===== src/rtl/mult_arb_pkg.sv =====
// Shared defaults and types for the two-requester multiplier arbiter.
package mult_arb_pkg;

    localparam int MUL_LAT_DEF    = 2;
    localparam int FIFO_DEPTH_DEF = 4;
    localparam int W_DEF          = 32;

    typedef struct packed {
        logic valid;
        logic id;
    } tag_t;

endpackage


===== src/rtl/mult_rsp_fifo.sv =====
// Per-requester result FIFO; pop on empty is ignored, push+pop may coincide.
module mult_rsp_fifo
    import mult_arb_pkg::*;
#(
    parameter int DEPTH = FIFO_DEPTH_DEF,
    parameter int DW    = 2 * W_DEF
) (
    input  logic                     clk,
    input  logic                     reset,
    input  logic                     push,
    input  logic [DW-1:0]            push_data,
    input  logic                     pop,
    output logic [DW-1:0]            pop_data,
    output logic                     valid,
    output logic [$clog2(DEPTH):0]   count
);

    localparam int AW = $clog2(DEPTH);
    localparam int CW = AW + 1;

    logic [DW-1:0] mem [DEPTH];
    logic [AW-1:0] wr_ptr;
    logic [AW-1:0] rd_ptr;
    logic          pop_en;

    assign valid    = (count != '0);
    assign pop_en   = pop && valid;
    assign pop_data = mem[rd_ptr];

    // Pointers are AW bits wide, so they wrap modulo DEPTH for free.
    always_ff @(posedge clk or posedge reset) begin
        if (reset) begin
            wr_ptr <= '0;
            rd_ptr <= '0;
            count  <= '0;
        end else begin
            if (push)
                wr_ptr <= wr_ptr + AW'(1);
            if (pop_en)
                rd_ptr <= rd_ptr + AW'(1);
            count <= count + CW'(push) - CW'(pop_en);
        end
    end

    always_ff @(posedge clk) begin
        if (push)
            mem[wr_ptr] <= push_data;
    end

endmodule


===== src/rtl/mult_arbiter.sv =====
// Round-robin sharing of one external pipelined signed multiplier between
// two requesters, with credit-checked per-requester result FIFOs.
module mult_arbiter
    import mult_arb_pkg::*;
#(
    parameter int MUL_LAT    = MUL_LAT_DEF,
    parameter int FIFO_DEPTH = FIFO_DEPTH_DEF,
    parameter int W          = W_DEF
) (
    input  logic             clk,
    input  logic             reset,
    input  logic             req0_valid,
    output logic             req0_ready,
    input  logic [W-1:0]     req0_a,
    input  logic [W-1:0]     req0_b,
    input  logic             req1_valid,
    output logic             req1_ready,
    input  logic [W-1:0]     req1_a,
    input  logic [W-1:0]     req1_b,
    output logic             rsp0_valid,
    input  logic             rsp0_ready,
    output logic [2*W-1:0]   rsp0_z,
    output logic             rsp1_valid,
    input  logic             rsp1_ready,
    output logic [2*W-1:0]   rsp1_z,
    output logic [W-1:0]     mul_a,
    output logic [W-1:0]     mul_b,
    input  logic [2*W-1:0]   mul_z,
    output logic             idle
);

    localparam int CW = $clog2(FIFO_DEPTH) + 1;

    logic [CW-1:0] inflight0;
    logic [CW-1:0] inflight1;
    logic [CW-1:0] count0;
    logic [CW-1:0] count1;
    logic          elig0;
    logic          elig1;
    logic          ptr;
    logic          grant;
    logic          gnt_id;
    logic          wr0;
    logic          wr1;
    tag_t          tags [MUL_LAT];

    // Credits use registered counts only, so a pop frees a slot next cycle.
    assign elig0 = req0_valid &&
        (({1'b0, inflight0} + {1'b0, count0}) < (CW+1)'(FIFO_DEPTH));
    assign elig1 = req1_valid &&
        (({1'b0, inflight1} + {1'b0, count1}) < (CW+1)'(FIFO_DEPTH));

    always_comb begin
        grant  = 1'b0;
        gnt_id = 1'b0;
        if (!reset) begin
            if (elig0 && elig1) begin
                grant  = 1'b1;
                gnt_id = ptr;
            end else if (elig0) begin
                grant  = 1'b1;
                gnt_id = 1'b0;
            end else if (elig1) begin
                grant  = 1'b1;
                gnt_id = 1'b1;
            end
        end
    end

    assign req0_ready = grant && !gnt_id;
    assign req1_ready = grant && gnt_id;
    assign mul_a = !grant ? '0 : (gnt_id ? req1_a : req0_a);
    assign mul_b = !grant ? '0 : (gnt_id ? req1_b : req0_b);

    assign wr0 = tags[MUL_LAT-1].valid && !tags[MUL_LAT-1].id;
    assign wr1 = tags[MUL_LAT-1].valid && tags[MUL_LAT-1].id;

    // Tags track the multiplier pipeline; clearing them drops stale products.
    always_ff @(posedge clk or posedge reset) begin
        if (reset) begin
            for (int i = 0; i < MUL_LAT; i++)
                tags[i] <= '0;
            ptr       <= 1'b0;
            inflight0 <= '0;
            inflight1 <= '0;
        end else begin
            tags[0] <= {grant, gnt_id};
            for (int i = 1; i < MUL_LAT; i++)
                tags[i] <= tags[i-1];
            if (grant)
                ptr <= ~gnt_id;
            inflight0 <= inflight0 + CW'(req0_ready) - CW'(wr0);
            inflight1 <= inflight1 + CW'(req1_ready) - CW'(wr1);
        end
    end

    mult_rsp_fifo #(
        .DEPTH (FIFO_DEPTH),
        .DW    (2*W)
    ) u_fifo0 (
        .clk       (clk),
        .reset     (reset),
        .push      (wr0),
        .push_data (mul_z),
        .pop       (rsp0_ready),
        .pop_data  (rsp0_z),
        .valid     (rsp0_valid),
        .count     (count0)
    );

    mult_rsp_fifo #(
        .DEPTH (FIFO_DEPTH),
        .DW    (2*W)
    ) u_fifo1 (
        .clk       (clk),
        .reset     (reset),
        .push      (wr1),
        .push_data (mul_z),
        .pop       (rsp1_ready),
        .pop_data  (rsp1_z),
        .valid     (rsp1_valid),
        .count     (count1)
    );

    assign idle = (inflight0 == '0) && (inflight1 == '0) &&
                  (count0 == '0) && (count1 == '0);

endmodule


===== config.mk =====
export PLATFORM = sky130hd
export DESIGN_NAME = mult_arbiter
export DESIGN_NICKNAME = d
export VERILOG_FILES = /design/src/rtl/mult_arb_pkg.sv /design/src/rtl/mult_rsp_fifo.sv /design/src/rtl/mult_arbiter.sv
export SDC_FILE = /design/constraint.sdc
export NUM_CORES = 1
export LEC_CHECK = 0
export ABC_CLOCK_PERIOD_IN_PS = 2700
export CORE_ASPECT_RATIO = 1.1
export CORE_MARGIN = 3
export CORE_UTILIZATION = 47
export DETAILED_ROUTE_END_ITERATION = 6
export PLACE_DENSITY_LB_ADDON = 0.08
export SYNTH_ARGS = -nofsm -noshare
export SYNTH_HDL_FRONTEND = slang
export SYNTH_HIERARCHICAL = 1
export SYNTH_SLANG_ARGS = --single-unit

===== constraint.sdc =====
create_clock -name clk -period 2.7 [get_ports clk]
set_input_delay 0.675 -clock clk [delete_from_list [all_inputs] [get_ports clk]]
set_output_delay 0.675 -clock clk [all_outputs]
set_load 0.02 [all_outputs]

Yosys cells after proc, flatten, opt, wreduce, memory -nomap -nowiden
Memories as Yosys holds them, arrays and structs flattened.
Cells that the tools add are included.
{ "word_totals": {"ram_bits": 512, "memories": 2, "in_bits": 198, "word_cells": 67, "ff_bits": 25, "out_inout_bits": 197} }
{ "op_classes": {"reduce_logical": 20, "addsub": 14, "magnitude_cmp": 2, "n_mux": 15, "bitwise_logic": 1} }
{ "mem_list": {"columns": ["name", "words", "width", "rd", "rd_ports_with_merged_regs", "wr", "line_no", "text"], "rows": [
  ["u_fifo0.mem", 4, 64, 1, 0, 1, "mult_rsp_fifo.sv:21", "logic [DW-1:0] mem [DEPTH];"],
  ["u_fifo1.mem", 4, 64, 1, 0, 1, "mult_rsp_fifo.sv:21", null]
]} }
{ "ops": {"columns": ["operator", "n"], "rows": [
  ["two-way mux 32 bit", 4],
  ["adder 3 x 1 -> 3 bit", 4],
  ["logical AND 1 bit", 12],
  ["logical NOT 3 bit", 4],
  ["subtractor 3 x 1 -> 3 bit", 4],
  ["two-way mux 1 bit", 11],
  ["adder 2 x 1 -> 2 bit, second input constant", 4],
  ["adder 3 x 3 -> 4 bit", 2],
  ["less-than comparator 4 x 3 -> 1 bit, second input constant", 2],
  ["nonzero test 3 bit", 2],
  ["logical NOT 1 bit", 2],
  ["NOT 1 bit", 1]
]} }

Depth between registers and ports, before layout
Gate-level depths: netlist of run 1.
{ "logic_depth": {"word_depth": 11, "mapped_depth": 9, "depth_no_buf": 8} }

Modules after synthesis
The synthesis of run 1 kept the hierarchy.
{ "modules_own_cells": {"columns": ["module", "area_each_um2", "seq_area_each_um2", "cells_per_inst", "instances"], "rows": [
  ["mult_rsp_fifo", 9631.7, 7862.5, 369, 2],
  ["mult_arbiter", 1305.0, 275.3, 131, 1]
]} }

Worst setup path after synthesis of run 1
OpenSTA, ideal clock, no wires.
{ "synth_timing": {"path_type": "reg-to-reg", "startpoint": "reg tags[0] (netlist name)", "endpoint": "mem u_fifo0/mem[0][0] (netlist name) (enable)", "period_less_slack_ps": 2702, "path_buffers": 0, "stages_incl_launch_ff": 3, "setup_slack_ps": -2, "t_arrival_ps": 2274, "setup_ps": 429, "t_required_ps": 2271, "cell_sequence": "dfrtp_1 > nor2b_1 > and2_1"} }
{ "synth_between": {"elab_chain_len": 4} }
{ "synth_rtl": {"columns": ["item", "line_no", "text"], "rows": [
  ["from (decl)", "mult_arbiter.sv:45", "tag_t tags [MUL_LAT];"],
  ["from (signal, indexed assignment)", "mult_arbiter.sv:89", "tags[i] <= tags[i-1];"],
  ["logical NOT 1 bit", "mult_arbiter.sv:75", "assign wr0 = tags[MUL_LAT-1].valid && !tags[MUL_LAT-1].id;"],
  ["logical AND 1 bit", "mult_arbiter.sv:75", null],
  ["named net wr0", "mult_arbiter.sv:43", "logic wr0;"],
  ["two-way mux 1 bit", "mult_rsp_fifo.sv:46", "if (push)"],
  ["two-way mux 1 bit (not written as such)", "mult_rsp_fifo.sv:47", "mem[wr_ptr] <= push_data;"],
  ["to (decl)", "mult_rsp_fifo.sv:21", null]
]} }
The timed path passes the listed nets, and every way through them passes these cells.

Worst setup path in the final report of run 1
{ "layout_timing": {"startpoint": "reg u_fifo0.count[2]", "endpoint": "out mul_a[29]"} }
{ "layout_between": {"elab_chain_len": 8, "word_cells_on_any_way": 12, "classes_between": "add/sub (1); order compare (1); mux (8); reduce/logical (2)"} }
{ "layout_rtl": {"columns": ["item", "line_no", "text"], "rows": [
  ["from (decl)", "mult_rsp_fifo.sv:15", "output logic [$clog2(DEPTH):0] count"],
  ["from (signal assigned)", "mult_rsp_fifo.sv:41", "count <= count + CW'(push) - CW'(pop_en);"],
  ["adder 3 x 3 -> 4 bit (*)", "mult_arbiter.sv:49", "(({1'b0, inflight0} + {1'b0, count0}) < (CW+1)'(FIFO_DEPTH));"],
  ["less-than comparator 4 x 3 -> 1 bit (*)", "mult_arbiter.sv:49", null],
  ["logical AND 1 bit (*)", "mult_arbiter.sv:48", "assign elig0 = req0_valid &&"],
  ["two-way mux 1 bit / logical AND 1 bit (equally long branches)", "mult_arbiter.sv:60, mult_arbiter.sv:57", null],
  ["two-way mux 1 bit", "mult_arbiter.sv:57", "if (elig0 && elig1) begin"],
  ["two-way mux 1 bit", "mult_arbiter.sv:56", "if (!reset) begin"],
  ["two-way mux 32 bit", "mult_arbiter.sv:72", "assign mul_a = !grant ? '0 : (gnt_id ? req1_a : req0_a);"],
  ["two-way mux 32 bit (*)", "mult_arbiter.sv:72", null],
  ["to (decl)", "mult_arbiter.sv:26", "output logic [W-1:0] mul_a,"]
]} }
Every way passes the cells marked *; elsewhere a longest branch is shown, timed or not.

==> results of run 1 <==
what timing repair did:
| action | 4_1_cts | 5_1_grt |
|---|---|---|
| endpoints found under the hold margin | 0 | 0 |
| pin swaps | 3 | 33 |
| setup endpoints to repair | 196 | 198 |
| buffers inserted | 4 | 60 |
| resized for setup | 342 | 480 |
| gates cloned | 3 | 12 |
critical path: cells and delay by family (launching register included):
kind / cells / cell delay, ns
buffers and inverters: 4 / 0.59
AND/OR/NAND/NOR: 2 / 0.42
flip-flops: 1 / 0.39
adder cells (fa/ha/maj): 1 / 0.31
AO/OA/AOI/OAI: 2 / 0.46
power by group through the flow:
stage / registers (W) / clock network, W / logic, W
after floorplan: 0.0103 / 0 / 0.00613
after global placement: 0.0104 / 0 / 0.0111
after detailed placement: 0.0104 / 0 / 0.0111
after CTS: 0.0103 / 0.00668 / 0.0113
after global routing: 0.0103 / 0.00701 / 0.0129
final: 0.0103 / 0.00654 / 0.0122
layout make-up:
cell class	instances	area, µm²	area share, %
Multi-Input combinational cell	267	4269	15.19
Tap cell	567	709.4	2.524
Sequential cell	537	16020	56.99
Timing Repair Buffer	526	5483	19.51
Antenna cell	10	25.02	0.08904
Clock buffer	59	1285	4.572
Clock inverter	31	230.2	0.8192
Inverter	23	86.33	0.3072
logic make-up (layout without fill, tap and decap cells):
logic type	after synthesis	count (layout)	share of synthesized area (%)
other cells	0	10	0
compound gates	75	75	3.194
flops	537	537	77.79
simple gates	26	26	0.8577
mux	128	128	14.02
buf+inv	65	639	1.940
fa+ha+maj	24	24	1.606
xor+xnor	14	14	0.5961
metrics by stage:
| step | utilization (%) | setup TNS, ns |
|---|---|---|
| 2_1_floorplan | - | 0 |
| 3_3_place_gp | 59.90 | -55.84 |
| 3_5_place_dp | 59.90 | -57.80 |
| 4_1_cts | 63.64 | -91.19 |
| 5_1_grt | 65.65 | -60.24 |
| 6_report | 65.66 | -47.78 |
how the worst min path moves through the flow:
stage	cells after the start	startpoint	slack [ns]	end
3_3_place_gp	0	tags[3]	0.33	tags[1]
3_5_place_dp	0	tags[2]	0.33	tags[0]
4_1_cts	0	tags[2]	0.35	tags[0]
5_1_grt	0	tags[3]	0.36	tags[1]
2_1_floorplan	0	tags[2]	0.33	tags[0]
6_report	0	tags[2]	0.35	tags[0]
layout by cell type (no fill, tap or decap), types with 4 or more instances in the layout:
master / netlist / final
a22o_1: 64 / 63
and2_4: 0 / 8
buf_12: 0 / 30
buf_16: 0 / 5
buf_2: 19 / 54
buf_4: 5 / 67
buf_6: 15 / 114
clkbuf_1: 3 / 9
clkbuf_16: 0 / 61
clkbuf_2: 0 / 22
clkdlybuf4s50_1: 0 / 197
clkinv_1: 0 / 14
clkinv_2: 0 / 11
dfrtp_1: 25 / 21
dfrtp_4: 0 / 4
diode_2: 0 / 10
dlymetal6s2s_1: 0 / 24
edfxtp_1: 512 / 512
ha_1: 20 / 17
inv_1: 23 / 23
mux4_2: 128 / 128
xnor2_1: 10 / 9
xor2_1: 4 / 4
state kept, by name, summed over array words and instances, names as in the netlist:
register	flops
u_fifo0/count	3
u_fifo0/mem	256
u_fifo0/wr_ptr	2
inflight1	3
u_fifo1/count	3
inflight0	3
u_fifo1/mem	256
u_fifo0/rd_ptr	2
u_fifo1/wr_ptr	2
u_fifo1/rd_ptr	2
ptr	1
tags	4
metal layers:
| metal | part of all wire [%] | vias up | wire length (µm) | global-route usage (%) |
|---|---|---|---|---|
| li1 | - | 4770 | - | - |
| met1 | 36 | 5830 | 20160 | 28.05 |
| met2 | 53 | 445 | 30260 | 39.86 |
| met3 | 5.8 | 116 | 3292 | 5.128 |
| met4 | 5.3 | 4 | 2994 | 12.37 |
| met5 | 0.060 | - | 34 | 0 |
==> impl_metrics.yaml, run 1 <==
outcome:
  status: "finished, violations left"
  violations: "negative setup slack"
timing:
  period_minus_slack_ns: 3.397
  worst_pin_slew_ns: 0.5013
  setup_viol: 139
  finalClockSkew_ns: 0.02442
  slew_violations: 0
  rsz0062_at_grt: "true"
  fin_ws_ns: -0.6969
  relSlewSlack_pct: 66.58
  hold_ws_ns: 0.3486
  finalHoldViolCount: 0
  max_freq_mhz: 294.4
  period_share_pct: 125.8
die:
  initial_utilization_pct: 48.06
  rows: 79
  die_h_um: 225.4
  ios: 395
  die_w_um: 205.5
  die-area_um2: 46310
  core-area_um2: 42800
drt:
  wire_per_inst_um: 28.09
  vias: 11170
  vias_per_cell: 5.527
  first_iter_violations: 800
  drcViolationCount: 0
  wl_um: 56740
  ant_nets: 0
  dr.pass1.iters: 5
power_and_ir_drop:
  p_sw_share_pct: 31.99
  powerDensity_nw_per_um2: 1033
  p_int_w: 0.01975
  power.switching_w: 0.009289
  p_seq_share_pct: 35.3
  leakagePower_nw: 10.01
  totalPowerFinal_w: 0.02904
  p_clk_share_pct: 22.5
  p_comb_share_pct: 42.2
  ir_drop_mv: 0.5667
synthesis:
  synth-seq-area-share_pct: 77.79
  ys_ff_latch: 537
  synth_area_um2: 20570
  netlist.area_leader.share_pct: 74.75
  synth.most_common_cell: "edfxtp_1"
  synth_cell_type_count: 30
  async_flop_share_pct: 4.655
  synth_area_leaders: "edfxtp_1 75%, mux4_2 14%, dfrtp_1 3.0%, a22o_1 2.7%, ha_1 1.2%"
  yosys.area.top_type: "edfxtp_1"
  netlist_instances: 869
  synth_edf_count: 512
  ys.flop_type: "edfxtp_1"
  syn_avg_cell_area_um2: 23.67
  postSynthNetCount: 1091
  synthTopCellsByCount: "512 x edfxtp_1, 128 x mux4_2, 64 x a22o_1"
  yosys_warnings: 6
setup_path:
  crit_path_max_fanout: 9
  r2r_start: "u_fifo1/count[1]"
  path_cells: "ha_1 > nor4b_2 > nand2_1 > buf_6 > o211a_4 > buf_12 > buf_16 > a22o_1 > buf_6"
  r2r-end: "inflight0[2]"
  r2r_cells: 12
  worstSetupStartpointType: "flip-flop"
  end_kind: "primary output"
  max_stage_delay_ns: 0.39
  arrival_ns: 2.72
  crit_end: "mul_a[29]"
  worstPathRequired_ns: 2.03
  rrSetupSlack_ns: -0.04
  slowest_stage: "dfrtp_1"
  critical_path.startpoint: "u_fifo0/count[2]"
  cp_common_cell: "buf_6"
  critPathKind: "flip-flop to primary output"
cells_and_area:
  drive_gt1_share_pct: 36.31
  fill_cells: 2902
  nNetsFinal: 1627
  area_delta_synth_final_pct: 36.63
  finalInstanceArea_um2: 28100
  fin_cells: 2020
grt:
  grt_pass1_vias: 11450
  track_usage_pct: 23.41
  gr-total-overflow: 0
  grt_max_degree: 38
  antenna_found_initial: 13
  grt_pass1_wl_um: 77610
clock_tree:
  clk_path_buf_depth: 3
  hold_buffers: 0
  cts_sinks: 537
  cts_root_buffer: "clkbuf_16"
  tritoncts: "yes"
  numCtsBuffers: 50
  clk_latency_ns: 0.56
  htreeDepth: 2
  path_clk_slew_ns: 0.06
placed_design:
  port_buffers: 394
  dpl.hpwl_um: 36550
  placed_cell_area_um2: 25640
  place_inst: 1841
  gp_congestion: 0.8754
  place_ws_ns: -0.9631
worst_hold_path:
  hold_path_class: "flip-flop to flip-flop"
flow_run:
  drv_cap: 0
Note: power is estimated with default switching activity, not from simulation.
==> inputs of run 2 (changes only) <==
--- a/config.mk
+++ b/config.mk
@@ -9,6 +9,7 @@
 export CORE_ASPECT_RATIO = 1.1
 export CORE_MARGIN = 3
 export CORE_UTILIZATION = 47
+export CTS_CLUSTER_SIZE = 14
 export DETAILED_ROUTE_END_ITERATION = 6
 export PLACE_DENSITY_LB_ADDON = 0.08
 export SYNTH_ARGS = -nofsm -noshare
==> run 2 against run 1 <==
Against the previous run:
- the flow still finishes with violations (negative setup slack)
- design area barely moved
- sequential power barely moved
- non-clock buffer count did not move
- worst hold slack barely moved
- sequential share of layout area barely moved
- critical path depth did not move
- register-to-register slack barely moved
- power barely moved
- critical path type unchanged
==> impl_metrics.yaml, run 2 (same netlist as run 1, synthesis figures left out) <==
setup_path:
  critPathKind: "flip-flop to primary output"
  cp_common_cell: "buf_6"
  worstSetupStartpointType: "flip-flop"
  worstPathRequired_ns: 2.03
  path_cells: "ha_1 > nor4b_2 > nand2_1 > buf_6 > o211a_4 > buf_12 > buf_16 > a22o_1 > buf_6"
  crit_path_max_fanout: 9
  critPathTopFamily: "buffers and inverters"
  slowest_stage: "dfrtp_1"
  max_stage_delay_ns: 0.39
  end_kind: "primary output"
  crit_buf_inv: 4
  arrival_ns: 2.72
timing:
  period_minus_slack_ns: 3.400
  rsz0062_at_grt: "true"
  worst_pin_slew_ns: 0.4998
  setup_viol: 140
  fin_ws_ns: -0.6997
  period_share_pct: 125.9
  hold_ws_ns: 0.3487
  finalHoldViolCount: 0
  max_freq_mhz: 294.1
  finalClockSkew_ns: 0.02551
  relSlewSlack_pct: 66.68
  slew_violations: 0
cells_and_area:
  seq_area_um2: 16020
  most-common-layout-cells: "512 x edfxtp_1, 197 x clkdlybuf4s50_1, 128 x mux4_2, 114 x buf_6, 67 x buf_4"
  layout_commonest_cell: "edfxtp_1"
  area_delta_synth_final_pct: 36.62
  drive_gt1_share_pct: 36.31
  largestRegisters: "u_fifo0/mem (256), u_fifo1/mem (256), tags (4)"
  multiInputGateArea_um2: 4269
  fill_cells: 2902
  nNetsFinal: 1627
clock_tree:
  htreeDepth: 2
  path_clk_slew_ns: 0.06
  hold_buffers: 0
  clk_latency_ns: 0.56
  numCtsBuffers: 50
  clk_path_buf_depth: 3
  tritoncts: "yes"
  cts_sinks: 537
  cts_root_buffer: "clkbuf_16"
grt:
  grt_pass1_vias: 11460
  use_met2_pct: 39.86
  busiest_layer: "met2"
  antenna_found_initial: 13
  grt.met3_usage_pct: 5.099
  track_usage_pct: 23.42
  grt_max_degree: 38
  use_met1_pct: 28.05
  grt_pass1_wl_um: 77630
  gr-total-overflow: 0
placed_design:
  port_buffers: 394
  dpl.hpwl_um: 36550
  gp_congestion: 0.8754
drt:
  first_iter_violations: 824
  wire_per_inst_um: 28.10
  ant_nets: 0
  vias: 11190
  drcViolationCount: 0
  vias_per_cell: 5.542
  dr.pass1.iters: 5
  wl_um: 56730
die:
  initial_utilization_pct: 48.06
  die-area_um2: 46310
  die_w_um: 205.5
  core-area_um2: 42800
  rows: 79
  die_h_um: 225.4
  ios: 395
outcome:
  status: "finished, violations left"
  violations: "negative setup slack"
flow_run:
  drv_cap: 0
power_and_ir_drop:
  totalPowerFinal_w: 0.02904
  ir_drop_mv: 0.5673
  leakagePower_nw: 10.01
  powerDensity_nw_per_um2: 1033
worst_hold_path:
  hold_path_class: "flip-flop to flip-flop"
==> run 2: cell types whose count changed in the layout (fill, tap and decap cells not counted), sizes merged <==
cell	previous run	this run
diode	10	9
==> run 2: power breakdown <==
part	switching (W)	internal (W)	total [W]
Sequential	0.000291	0.00996	0.0103
Combinational	0.00614	0.00611	0.0122
Clock	0.00287	0.00368	0.00654
==> run 2: what timing repair did <==
action	CTS	global route
setup endpoints to repair	196	198
setup buffers	4	60
pin swaps	3	33
gates cloned	3	12
gates resized for setup	342	480
==> run 2: cell type report <==
class	instances	share of cell area (%)
Timing Repair Buffer	526	19.51
Multi-Input combinational cell	267	15.19
Antenna cell	9	0.08015
Clock inverter	31	0.8193
Sequential cell	537	56.99
Inverter	23	0.3072
Clock buffer	59	4.573
Tap cell	567	2.525
==> run 2: worst register-to-register path, stage by stage (launching register included) <==
cell,delay [ns]
dfrtp_1,0.40
ha_2,0.19
nand2b_4,0.15
nor4_4,0.39
a311oi_4,0.16
buf_6,0.18
buf_8,0.16
buf_6,0.12
buf_6,0.10
ha_4,0.15
fa_2,0.37
xnor2_2,0.15
xnor2_1,0.13
==> run 2: path summary, 6_finish.rpt <==
kind | slack, ns | from | endpoint | cells after the start
setup / recovery | -0.70 | u_fifo0/count[2] | mul_a[29] | 9
hold / removal | 0.35 | tags[2] | tags[0] | 0
setup reg to reg | -0.03 | u_fifo1/count[1] | inflight0[2] | 12
hold reg to reg | 0.35 | tags[2] | tags[0] | 0
max in group asynchronous | 1.69 | reset | inflight1[1] | 3
min in group asynchronous | 0.62 | reset | u_fifo0/count[2] | 3
==> run 2: stage by stage <==
stage	utilization (%)	cells	setup slack [ns]	setup TNS, ns	area, µm²
CTS	63.64	1938	-0.7262	-91.19	27240
global placement	59.90	1841	-0.9291	-55.84	25640
floorplan	-	869	0.1136	0	20570
detailed placement	59.90	1841	-0.9631	-57.80	25640
global route	65.65	2018	-0.7907	-60.24	28100
finish	65.66	2019	-0.6997	-47.97	28100
==> run 2: per-layer routing <==
layer	part of all wire (%)	vias up	routed length (µm)
met1	36	5856	20210
met3	5.8	117	3265
met4	5.3	6	3010
met5	0.083	-	47
li1	-	4771	-
met2	53	440	30200
==> inputs of run 3 (changes only) <==
--- a/config.mk
+++ b/config.mk
@@ -9,7 +9,6 @@
 export CORE_ASPECT_RATIO = 1.1
 export CORE_MARGIN = 3
 export CORE_UTILIZATION = 47
-export CTS_CLUSTER_SIZE = 14
 export DETAILED_ROUTE_END_ITERATION = 6
 export PLACE_DENSITY_LB_ADDON = 0.08
 export SYNTH_ARGS = -nofsm -noshare
==> results of run 3 <==
No change in the layout: final DEF, timing and power equal those of run 1.
